File: src/rtl/pprm_sbox_pipe.sv
`timescale 1ns/1ps
// Multi-lane AES S-box / inverse S-box, elastic pipeline; optional tag sideband under PPRM_SBOX_PIPE_TAG_EN.
// Latency STAGES cycles (1..3), one beat per cycle, output always registered.
// Backpressure: stage k loads when empty or when stage k+1 loads; in_ready is the stage-0 load condition.
module pprm_sbox_pipe #(
  parameter int LANES  = 4,
  parameter int STAGES = 3,
  parameter int TAG_W  = 4
) (
  input  logic               clk,
  input  logic               reset,
  input  logic               in_valid,
  output logic               in_ready,
  input  logic [8*LANES-1:0] in_data,
  input  logic               in_dec,
`ifdef PPRM_SBOX_PIPE_TAG_EN
  input  logic [TAG_W-1:0]   in_tag,
  output logic [TAG_W-1:0]   out_tag,
`endif
  output logic               out_valid,
  input  logic               out_ready,
  output logic [8*LANES-1:0] out_data,
  output logic               busy,
  output logic [1:0]         inflight
);

  localparam int W = 8 * LANES;

  if (STAGES < 1 || STAGES > 3 || TAG_W < 1) begin : g_bad_param
    $error("pprm_sbox_pipe: STAGES must be 1..3 and TAG_W >= 1");
  end

  function automatic logic [7:0] gmul(input logic [7:0] a, input logic [7:0] b);
    logic [7:0] p;
    logic [7:0] aa;
    p  = '0;
    aa = a;
    for (int i = 0; i < 8; i++) begin
      if (b[i]) p = p ^ aa;
      aa = {aa[6:0], 1'b0} ^ (aa[7] ? 8'h1b : 8'h00);
    end
    return p;
  endfunction

  function automatic logic [7:0] gsq(input logic [7:0] a);
    return gmul(a, a);
  endfunction

  function automatic logic [7:0] rotl(input logic [7:0] b, input int n);
    return (b << n) | (b >> (8 - n));
  endfunction

  function automatic logic [7:0] pre(input logic [7:0] x, input logic dec);
    return dec ? (rotl(x, 1) ^ rotl(x, 3) ^ rotl(x, 6) ^ 8'h05) : x;
  endfunction

  function automatic logic [7:0] post(input logic [7:0] v, input logic dec);
    return dec ? v : (v ^ rotl(v, 1) ^ rotl(v, 2) ^ rotl(v, 3) ^ rotl(v, 4) ^ 8'h63);
  endfunction

  // x^16 is the conjugate of x over GF(2^4); the norm x^17 lands in the GF(2^4) subfield.
  function automatic logic [7:0] frob(input logic [7:0] a);
    return gsq(gsq(gsq(gsq(a))));
  endfunction

  // Subfield inverse: d^14 for d in GF(2^4), 0 maps to 0.
  function automatic logic [7:0] sub_inv(input logic [7:0] d);
    logic [7:0] d2;
    logic [7:0] d4;
    d2 = gsq(d);
    d4 = gsq(d2);
    return gmul(gmul(gsq(d4), d4), d2);
  endfunction

  logic [STAGES-1:0] vld, ld, uv, en;

  always_comb begin
    ld = '0;
    for (int k = 0; k < STAGES; k++) begin
      ld[k] = out_ready || (((~vld) >> k) != '0);
    end
  end

  assign uv        = STAGES'({vld, in_valid});
  assign en        = ld & uv;
  assign in_ready  = ld[0] & ~reset;
  assign out_valid = vld[STAGES-1];
  assign busy      = |vld;
  assign inflight  = 2'($countones(vld));

  always_ff @(posedge clk) begin
    if (reset) begin
      vld <= '0;
    end else begin
      for (int k = 0; k < STAGES; k++) begin
        if (ld[k]) vld[k] <= uv[k];
      end
    end
  end

  logic [W-1:0] s1_fr, s1_nm, t2_fr, t2_nm, s2_ni, t3_fr, t3_ni, s3_y;
  logic         t2_dec, t3_dec;

  always_comb begin
    s1_fr = '0;
    s1_nm = '0;
    for (int i = 0; i < LANES; i++) begin
      s1_fr[8*i +: 8] = frob(pre(in_data[8*i +: 8], in_dec));
      s1_nm[8*i +: 8] = gmul(pre(in_data[8*i +: 8], in_dec), s1_fr[8*i +: 8]);
    end
  end

  if (STAGES == 3) begin : g_cut1
    logic [W-1:0] r_fr, r_nm;
    logic         r_dec;
    always_ff @(posedge clk) begin
      if (reset) begin
        r_fr  <= '0;
        r_nm  <= '0;
        r_dec <= 1'b0;
      end else if (en[0]) begin
        r_fr  <= s1_fr;
        r_nm  <= s1_nm;
        r_dec <= in_dec;
      end
    end
    assign t2_fr  = r_fr;
    assign t2_nm  = r_nm;
    assign t2_dec = r_dec;
  end else begin : g_nocut1
    assign t2_fr  = s1_fr;
    assign t2_nm  = s1_nm;
    assign t2_dec = in_dec;
  end

  always_comb begin
    s2_ni = '0;
    for (int i = 0; i < LANES; i++) begin
      s2_ni[8*i +: 8] = sub_inv(t2_nm[8*i +: 8]);
    end
  end

  if (STAGES >= 2) begin : g_cut2
    logic [W-1:0] r_fr, r_ni;
    logic         r_dec;
    always_ff @(posedge clk) begin
      if (reset) begin
        r_fr  <= '0;
        r_ni  <= '0;
        r_dec <= 1'b0;
      end else if (en[STAGES-2]) begin
        r_fr  <= t2_fr;
        r_ni  <= s2_ni;
        r_dec <= t2_dec;
      end
    end
    assign t3_fr  = r_fr;
    assign t3_ni  = r_ni;
    assign t3_dec = r_dec;
  end else begin : g_nocut2
    assign t3_fr  = t2_fr;
    assign t3_ni  = s2_ni;
    assign t3_dec = t2_dec;
  end

  // x^-1 = x^16 * (x^17)^-1
  always_comb begin
    s3_y = '0;
    for (int i = 0; i < LANES; i++) begin
      s3_y[8*i +: 8] = post(gmul(t3_ni[8*i +: 8], t3_fr[8*i +: 8]), t3_dec);
    end
  end

  always_ff @(posedge clk) begin
    if (reset) begin
      out_data <= '0;
    end else if (en[STAGES-1]) begin
      out_data <= s3_y;
    end
  end

`ifdef PPRM_SBOX_PIPE_TAG_EN
  logic [TAG_W-1:0] tg [STAGES];
  always_ff @(posedge clk) begin
    if (reset) begin
      for (int k = 0; k < STAGES; k++) tg[k] <= '0;
    end else begin
      if (en[0]) tg[0] <= in_tag;
      for (int k = 1; k < STAGES; k++) begin
        if (en[k]) tg[k] <= tg[k-1];
      end
    end
  end
  assign out_tag = tg[STAGES-1];
`endif

endmodule

File: config.mk
export PLATFORM = sky130hd
export DESIGN_NAME = pprm_sbox_pipe
export DESIGN_NICKNAME = d
export VERILOG_FILES = /design/src/rtl/pprm_sbox_pipe.sv
export SDC_FILE = /design/constraint.sdc
export NUM_CORES = 2
export LEC_CHECK = 0
export ABC_AREA = 0
export CORE_MARGIN = 5
export CORE_UTILIZATION = 30
export CTS_CLUSTER_SIZE = 8
export DETAILED_ROUTE_END_ITERATION = 16
export SKIP_LAST_GASP = 1
export SLEW_MARGIN = 5
export SYNTH_ARGS = -nofsm -noshare
export SYNTH_HDL_FRONTEND = slang
export SYNTH_SLANG_ARGS = --single-unit
File: constraint.sdc
create_clock -name clk -period 23.5 [get_ports clk]
set_input_delay 4.7 -clock clk [delete_from_list [all_inputs] [get_ports clk]]
set_output_delay 4.7 -clock clk [all_outputs]
set_load 0.01 [all_outputs]
## After elaboration in Yosys (flattened, before gate mapping)

Index checks and enable logic that the tools add are counted.

| word-level totals | value |
|---|---|
| input port bits | 37 |
| register bits | 165 |
| memories | 0 |
| latch bits | 0 |
| bits in writable memories | 0 |
| bits in read-only memories | 0 |

| operators by class | value |
|---|---|
| $mul | 0 |
| divide/modulo/power cells | 0 |
| $lt $le $gt $ge | 0 |
| reduce and logical (&&, ||, !) cells | 6 |
| bitwise gates (word level) | 652 |
| mux-type cells | 640 |
| shift operators | 0 |
| eq/ne operators | 0 |
| add/subtract/negate cells | 2 |

Operators by type and width:

| operator | number |
|---|---|
| $mux W8 | 360 |
| $xor A8 B8 Y8 | 332 |
| $xor A8 B5 Y8 | 280 |
| $mux W5 | 280 |
| $or A8 B1 Y8 | 8 |
| $or A8 B3 Y8 | 8 |
| $or A8 B2 Y8 | 4 |
| $or A8 B4 Y8 | 4 |
| $or A8 B6 Y8 | 4 |
| $not A4 Y4 | 4 |
| $not A2 Y2 | 4 |
| $reduce_bool A3 Y1 | 2 |
| $and A3 B3 Y3 | 1 |
| $logic_or A1 B1 Y1 | 3 |
| $not A3 Y3 | 1 |
| $reduce_or A3 Y1 | 1 |
| $add A1 B1 Y2 | 1 |
| $add A2 B1 Y2 | 1 |
| $and A1 B1 Y1 | 1 |
| $not A1 Y1 | 1 |

## Depth between registers and ports, before layout

| depth | value |
|---|---|
| word-level depth | 84 |
| mapped depth | 40 |

## Worst setup path before layout

No wires, ideal clock.

| timing | value |
|---|---|
| kind | input -> register |
| from | input in_dec |
| to | register g_cut1.r_nm[22] |
| stages | 36 |
| buffers on the path | 8 |
| arrival | 12.800 ns |
| slack | 10.629 ns |
| cells stage by stage | buf_2 -> buf_4 -> buf_2 -> buf_2 -> buf_2 -> mux2i_1 -> inv_2 -> clkbuf_1 -> ha_1 -> clkbuf_1 -> or4_1 -> a31oi_1 -> xnor2_1 -> ha_1 -> o211ai_1 -> xor2_1 -> xnor3_1 -> ha_1 -> nand2_1 -> xnor2_1 -> xnor2_1 -> inv_1 -> ha_1 -> xnor2_1 -> xnor2_1 -> nand2_1 -> xnor2_1 -> clkbuf_1 -> nor2_1 -> o31ai_1 -> o22ai_1 -> a222oi_1 -> xor2_1 -> xnor2_1 -> nand2_1 -> a21oi_1 |

| on the way | value |
|---|---|
| longest elaborated chain between the ends | 78 |
| elaborated cells on any way between the ends | 132 |

RTL lines:

| item | RTL line | RTL |
|---|---|---|
| from (decl) | 15 | `input logic in_dec,` |
| $mux W8 * | 54 | `return dec ? (rotl(x, 1) ^ rotl(x, 3) ^ rotl(x, 6) ^ 8'h05) : x;` |
| $mux W5 (tied with other cells) | 40 | `aa = {aa[6:0], 1'b0} ^ (aa[7] ? 8'h1b : 8'h00);` |
| $xor A8 B5 Y8 / $xor A8 B8 Y8 (equally long branches) | 40, 39 |  |
| $xor A8 B8 Y8 / $mux W8 (equally long branches) | 39 | `if (b[i]) p = p ^ aa;` |
| $mux W8 / $xor A8 B8 Y8 (equally long branches) | 39 |  |
| $xor A8 B8 Y8 / $mux W8 (equally long branches) | 39 |  |
| $mux W8 / $xor A8 B8 Y8 (equally long branches) | 39 |  |
| $xor A8 B8 Y8 / $mux W8 (equally long branches) | 39 |  |
| [62 not listed] | -- |  |
| $xor A8 B8 Y8 | 39 |  |
| $mux W8 | 39 |  |
| $xor A8 B8 Y8 | 39 |  |
| $mux W8 | 39 |  |
| $xor A8 B8 Y8 | 39 |  |
| $mux W8 | 39 |  |
| $xor A8 B8 Y8 | 39 |  |
| $mux W8 * | 39 |  |
| to (signal assigned) | 123 | `r_nm <= s1_nm;` |
| to (decl) | 114 | `logic [W-1:0] r_fr, r_nm;` |

Mark *: on every way between the ends. The rest lies on a longest branch, timed or not.
A chain may end at the register's enable or synchronous reset.

## Final worst setup path

| timing | value |
|---|---|
| from | input in_data[12] |
| to | register g_cut1.r_nm[12] |

| on the way | value |
|---|---|
| longest elaborated chain between the ends | 81 |
| elaborated cells on any way between the ends | 137 |

RTL lines:

| item | RTL line | RTL |
|---|---|---|
| from (decl) | 14 | `input logic [8*LANES-1:0] in_data,` |
| $or A8 B3 Y8 | 50 | `return (b << n) \| (b >> (8 - n));` |
| $xor A8 B8 Y8 (2 in a row) | 54 |  |
| $mux W8 * | 54 |  |
| $mux W5 / $mux W8 (equally long branches) | 40, 39 |  |
| $xor A8 B5 Y8 / $xor A8 B8 Y8 (equally long branches) | 40, 39 |  |
| $xor A8 B8 Y8 / $mux W8 (equally long branches) | 39 |  |
| $mux W8 / $xor A8 B8 Y8 (equally long branches) | 39 |  |
| $xor A8 B8 Y8 / $mux W8 (equally long branches) | 39 |  |
| [64 not listed] | -- |  |
| $xor A8 B8 Y8 | 39 |  |
| $mux W8 | 39 |  |
| $xor A8 B8 Y8 | 39 |  |
| $mux W8 | 39 |  |
| $xor A8 B8 Y8 | 39 |  |
| $mux W8 | 39 |  |
| $xor A8 B8 Y8 | 39 |  |
| $mux W8 * | 39 |  |

Marks and branches as above.

==> impl_metrics.tcl <==
set metrics [dict create \
    ctsLongestPathBuffers 2 \
    syn-cell-area_um2 44800 \
    muxShareOfSynthArea_pct 4.30 \
    grt-ovfl-total 0 \
    final_nets 6088 \
    period_share_pct 61.3 \
    cts_tree "built" \
    ys.flop_type "dfxtp_1" \
    hold_path.class "reg -> reg" \
    viasPerCell 5.15 \
    grt_max_degree 90 \
    wire_per_inst_um 15.5 \
    ys_seq_area_share_pct 7.37 \
    ant_nets 0 \
    ctsHtreeMaxLevel 4 \
    critPathSlowestCell "clkdlybuf4s50_1" \
    tightestPinTransition_ns 1.12 \
    drt_iter0_drc 3071 \
    synth.area.top_cells "xnor2_1 26%, xor2_1 8.6%, dfxtp_1 7.4%" \
    yosysMostFrequentCell "xnor2_1" \
    clk_pin_slew_worst_paths_ns 0.08 \
    cts_setup_buffers 0 \
    synth_top_family_by_area "XOR/XNOR gates" \
    ys_ff_latch 165 \
    slew_headroom_pct 23.5 \
    fp.dieArea_um2 157000 \
    fin_crit_ns 14.40 \
    synth_area_leader_cell "xnor2_1" \
    synth_edf_count 0 \
    grt_pass1_vias 38000 \
    hold_viol 0 \
    design.core.area_um2 148000 \
    portBuffers 73 \
    drc_errors 0 \
    initial_core_util_pct 30.3 \
    layout-drive-gt1-share_pct 6.00 \
    routabilityCongestion 0.866 \
    post-dp-hpwl_um 90600 \
    syn_avg_cell_area_um2 7.18 \
    via_count 41000 \
    synth_cells 6244 \
    fp.dieW_um 396 \
    crit_top_cell "xnor2_1" \
    ctsResizeCount 0 \
    drv_slew 0 \
    async_reset_ff_share_pct 0 \
    cts_root_buffer "clkbuf_16" \
    synth.distinct_cells 112 \
    track_usage_pct 15.0 \
    synthDominantCellAreaShare_pct 26.4 \
    yosysWarnings 0 \
    grt_pass1_wl_um 202000 \
    status "finished, final reports clean" \
    wl_um 123000 \
    crit_path_max_fanout 15 \
    synthSimpleGateAreaFrac_pct 20.0 \
    drv_cap 0 \
    fmax_mhz 69.4 \
    insertion_delay_ns 0.49 \
    clock-sinks 165 \
    ios 74 \
    setup_tns_ns 0 \
    arrival_ns 14.83 \
    worstSetupEndpointType "flip-flop" \
    antenna_found_initial 0 \
    syn_nets 6310 \
    synth_compound_area_share_pct 17.3 \
    cts_hold_buf 0 \
    required_ns 23.93 \
    rows 141 \
    grt_setup_unrepaired "no" \
    syn_to_final_growth_pct 6.78 \
    synth_xor_area_share_pct 45.0 \
    firstDrtPassIters 5 \
    critPathKind "in -> reg" \
    die_h_um 396 \
    fillers 15800 \
    synth-adder-area-share_pct 0.871 \
    finalClockSkew_ns 0.0175 \
    synthTopCellsByCount "1,349 x xnor2_1, 872 x nand2_1, 722 x nor2_1, 442 x xor2_1, 382 x a21oi_1" \
    critical-path-max-stage-delay_ns 0.69 \
    critPathLaunchType "input port" \
    setup_viol 0 \
    cts_buffers 17 \
]
==> state kept, by name, indices dropped and copies added (netlist names) <==
signal / count
g_cut1.r_dec: 1
g_cut1.r_nm: 32
g_cut2.r_ni: 32
out_data: 32
g_cut2.r_dec: 1
g_cut1.r_fr: 32
vld: 3
g_cut2.r_fr: 32
==> metrics by stage <==
stage / worst slack, ns / area, µm² / utilization, % / cells / hold WS, ns
3_5_place_dp: 8.62 / 47200 / 31.9 / 7933 / 0.446
6_report: 9.10 / 47800 / 32.3 / 7966 / 0.452
3_3_place_gp: 8.70 / 47200 / 31.9 / 7933 / 0.441
5_1_grt: 8.20 / 47800 / 32.3 / 7965 / 0.471
4_1_cts: 9.12 / 47800 / 32.3 / 7965 / 0.456
2_1_floorplan: 10.63 / 44800 / - / 6244 / 0.432
==> kinds of logic after synthesis <==
kind of cell | Yosys count
buffers and inverters | 559
adder cells (fa/ha/maj) | 31
XOR/XNOR | 2001
multiplexers | 186
flip-flops | 165
AND/OR/NAND/NOR | 2091
AO/OA/AOI/OAI | 1211
==> cell usage in the layout (no fill, tap or decap), types with 16 or more instances in the layout <==
cell	count
a21oi_1	381
o22ai_1	91
buf_4	139
dfxtp_1	165
nand3_1	104
clkbuf_16	17
mux2i_1	145
o21ai_1	22
inv_1	90
o32ai_1	18
mux2_2	28
o211ai_1	54
nor2b_1	71
xnor3_1	103
nor3_1	81
o31ai_1	19
or3_1	33
and3_1	27
and2_1	26
o21ai_0	218
nand2_1	870
a211oi_1	100
ha_1	28
o221ai_1	23
a22oi_1	39
xor2_1	441
xnor2_1	1339
nand2b_1	60
xor2_2	19
xor3_1	34
xnor2_2	50
o21a_1	17
nor2_1	722
a32oi_1	16
a31oi_1	40
clkdlybuf4s50_1	71
==> critical path: cells and delay by family <==
family | cells | cell delay, ns
XOR/XNOR | 12 | 4.35
adder cells (fa/ha/maj) | 4 | 1.94
buffers and inverters | 5 | 1.87
AO/OA/AOI/OAI | 4 | 1.38
AND/OR/NAND/NOR | 5 | 0.56
==> per-layer routing <==
metal	global-route usage [%]	share of wire (%)	vias up
li1	-	-	20500
met1	21.5	48	19400
met5	0	0	-
met4	3.16	1.4	0
met3	1.23	4.6	109
met2	24.6	46	957
==> area by class of cell <==
cell class	instances	area (µm²)	share of cell area (%)
multi-input cells	5520	39300	82.2
flip-flops and latches	165	3300	6.90
well taps	1930	2410	5.05
repair buffers	211	1770	3.69
clock buffers	17	425	0.889
inverters	107	402	0.840
clock inverters	15	193	0.403
diodes	1	2.50	0.00523
==> path summary, 6_finish.rpt <==
check / start / endpoint / slack (ns) / cells past startpoint
worst min register to register: out_data[12] / out_data[12] / 0.45 / 2
worst min-delay path: out_data[12] / out_data[12] / 0.45 / 2
worst max register to register: g_cut1.r_nm[31] / g_cut2.r_ni[29] / 12.20 / 35
worst max-delay path: in_data[12] / g_cut1.r_nm[12] / 9.10 / 30
Power is not shown: default switching activity piles up to over one toggle a cycle in this logic, so the estimate is an artifact.
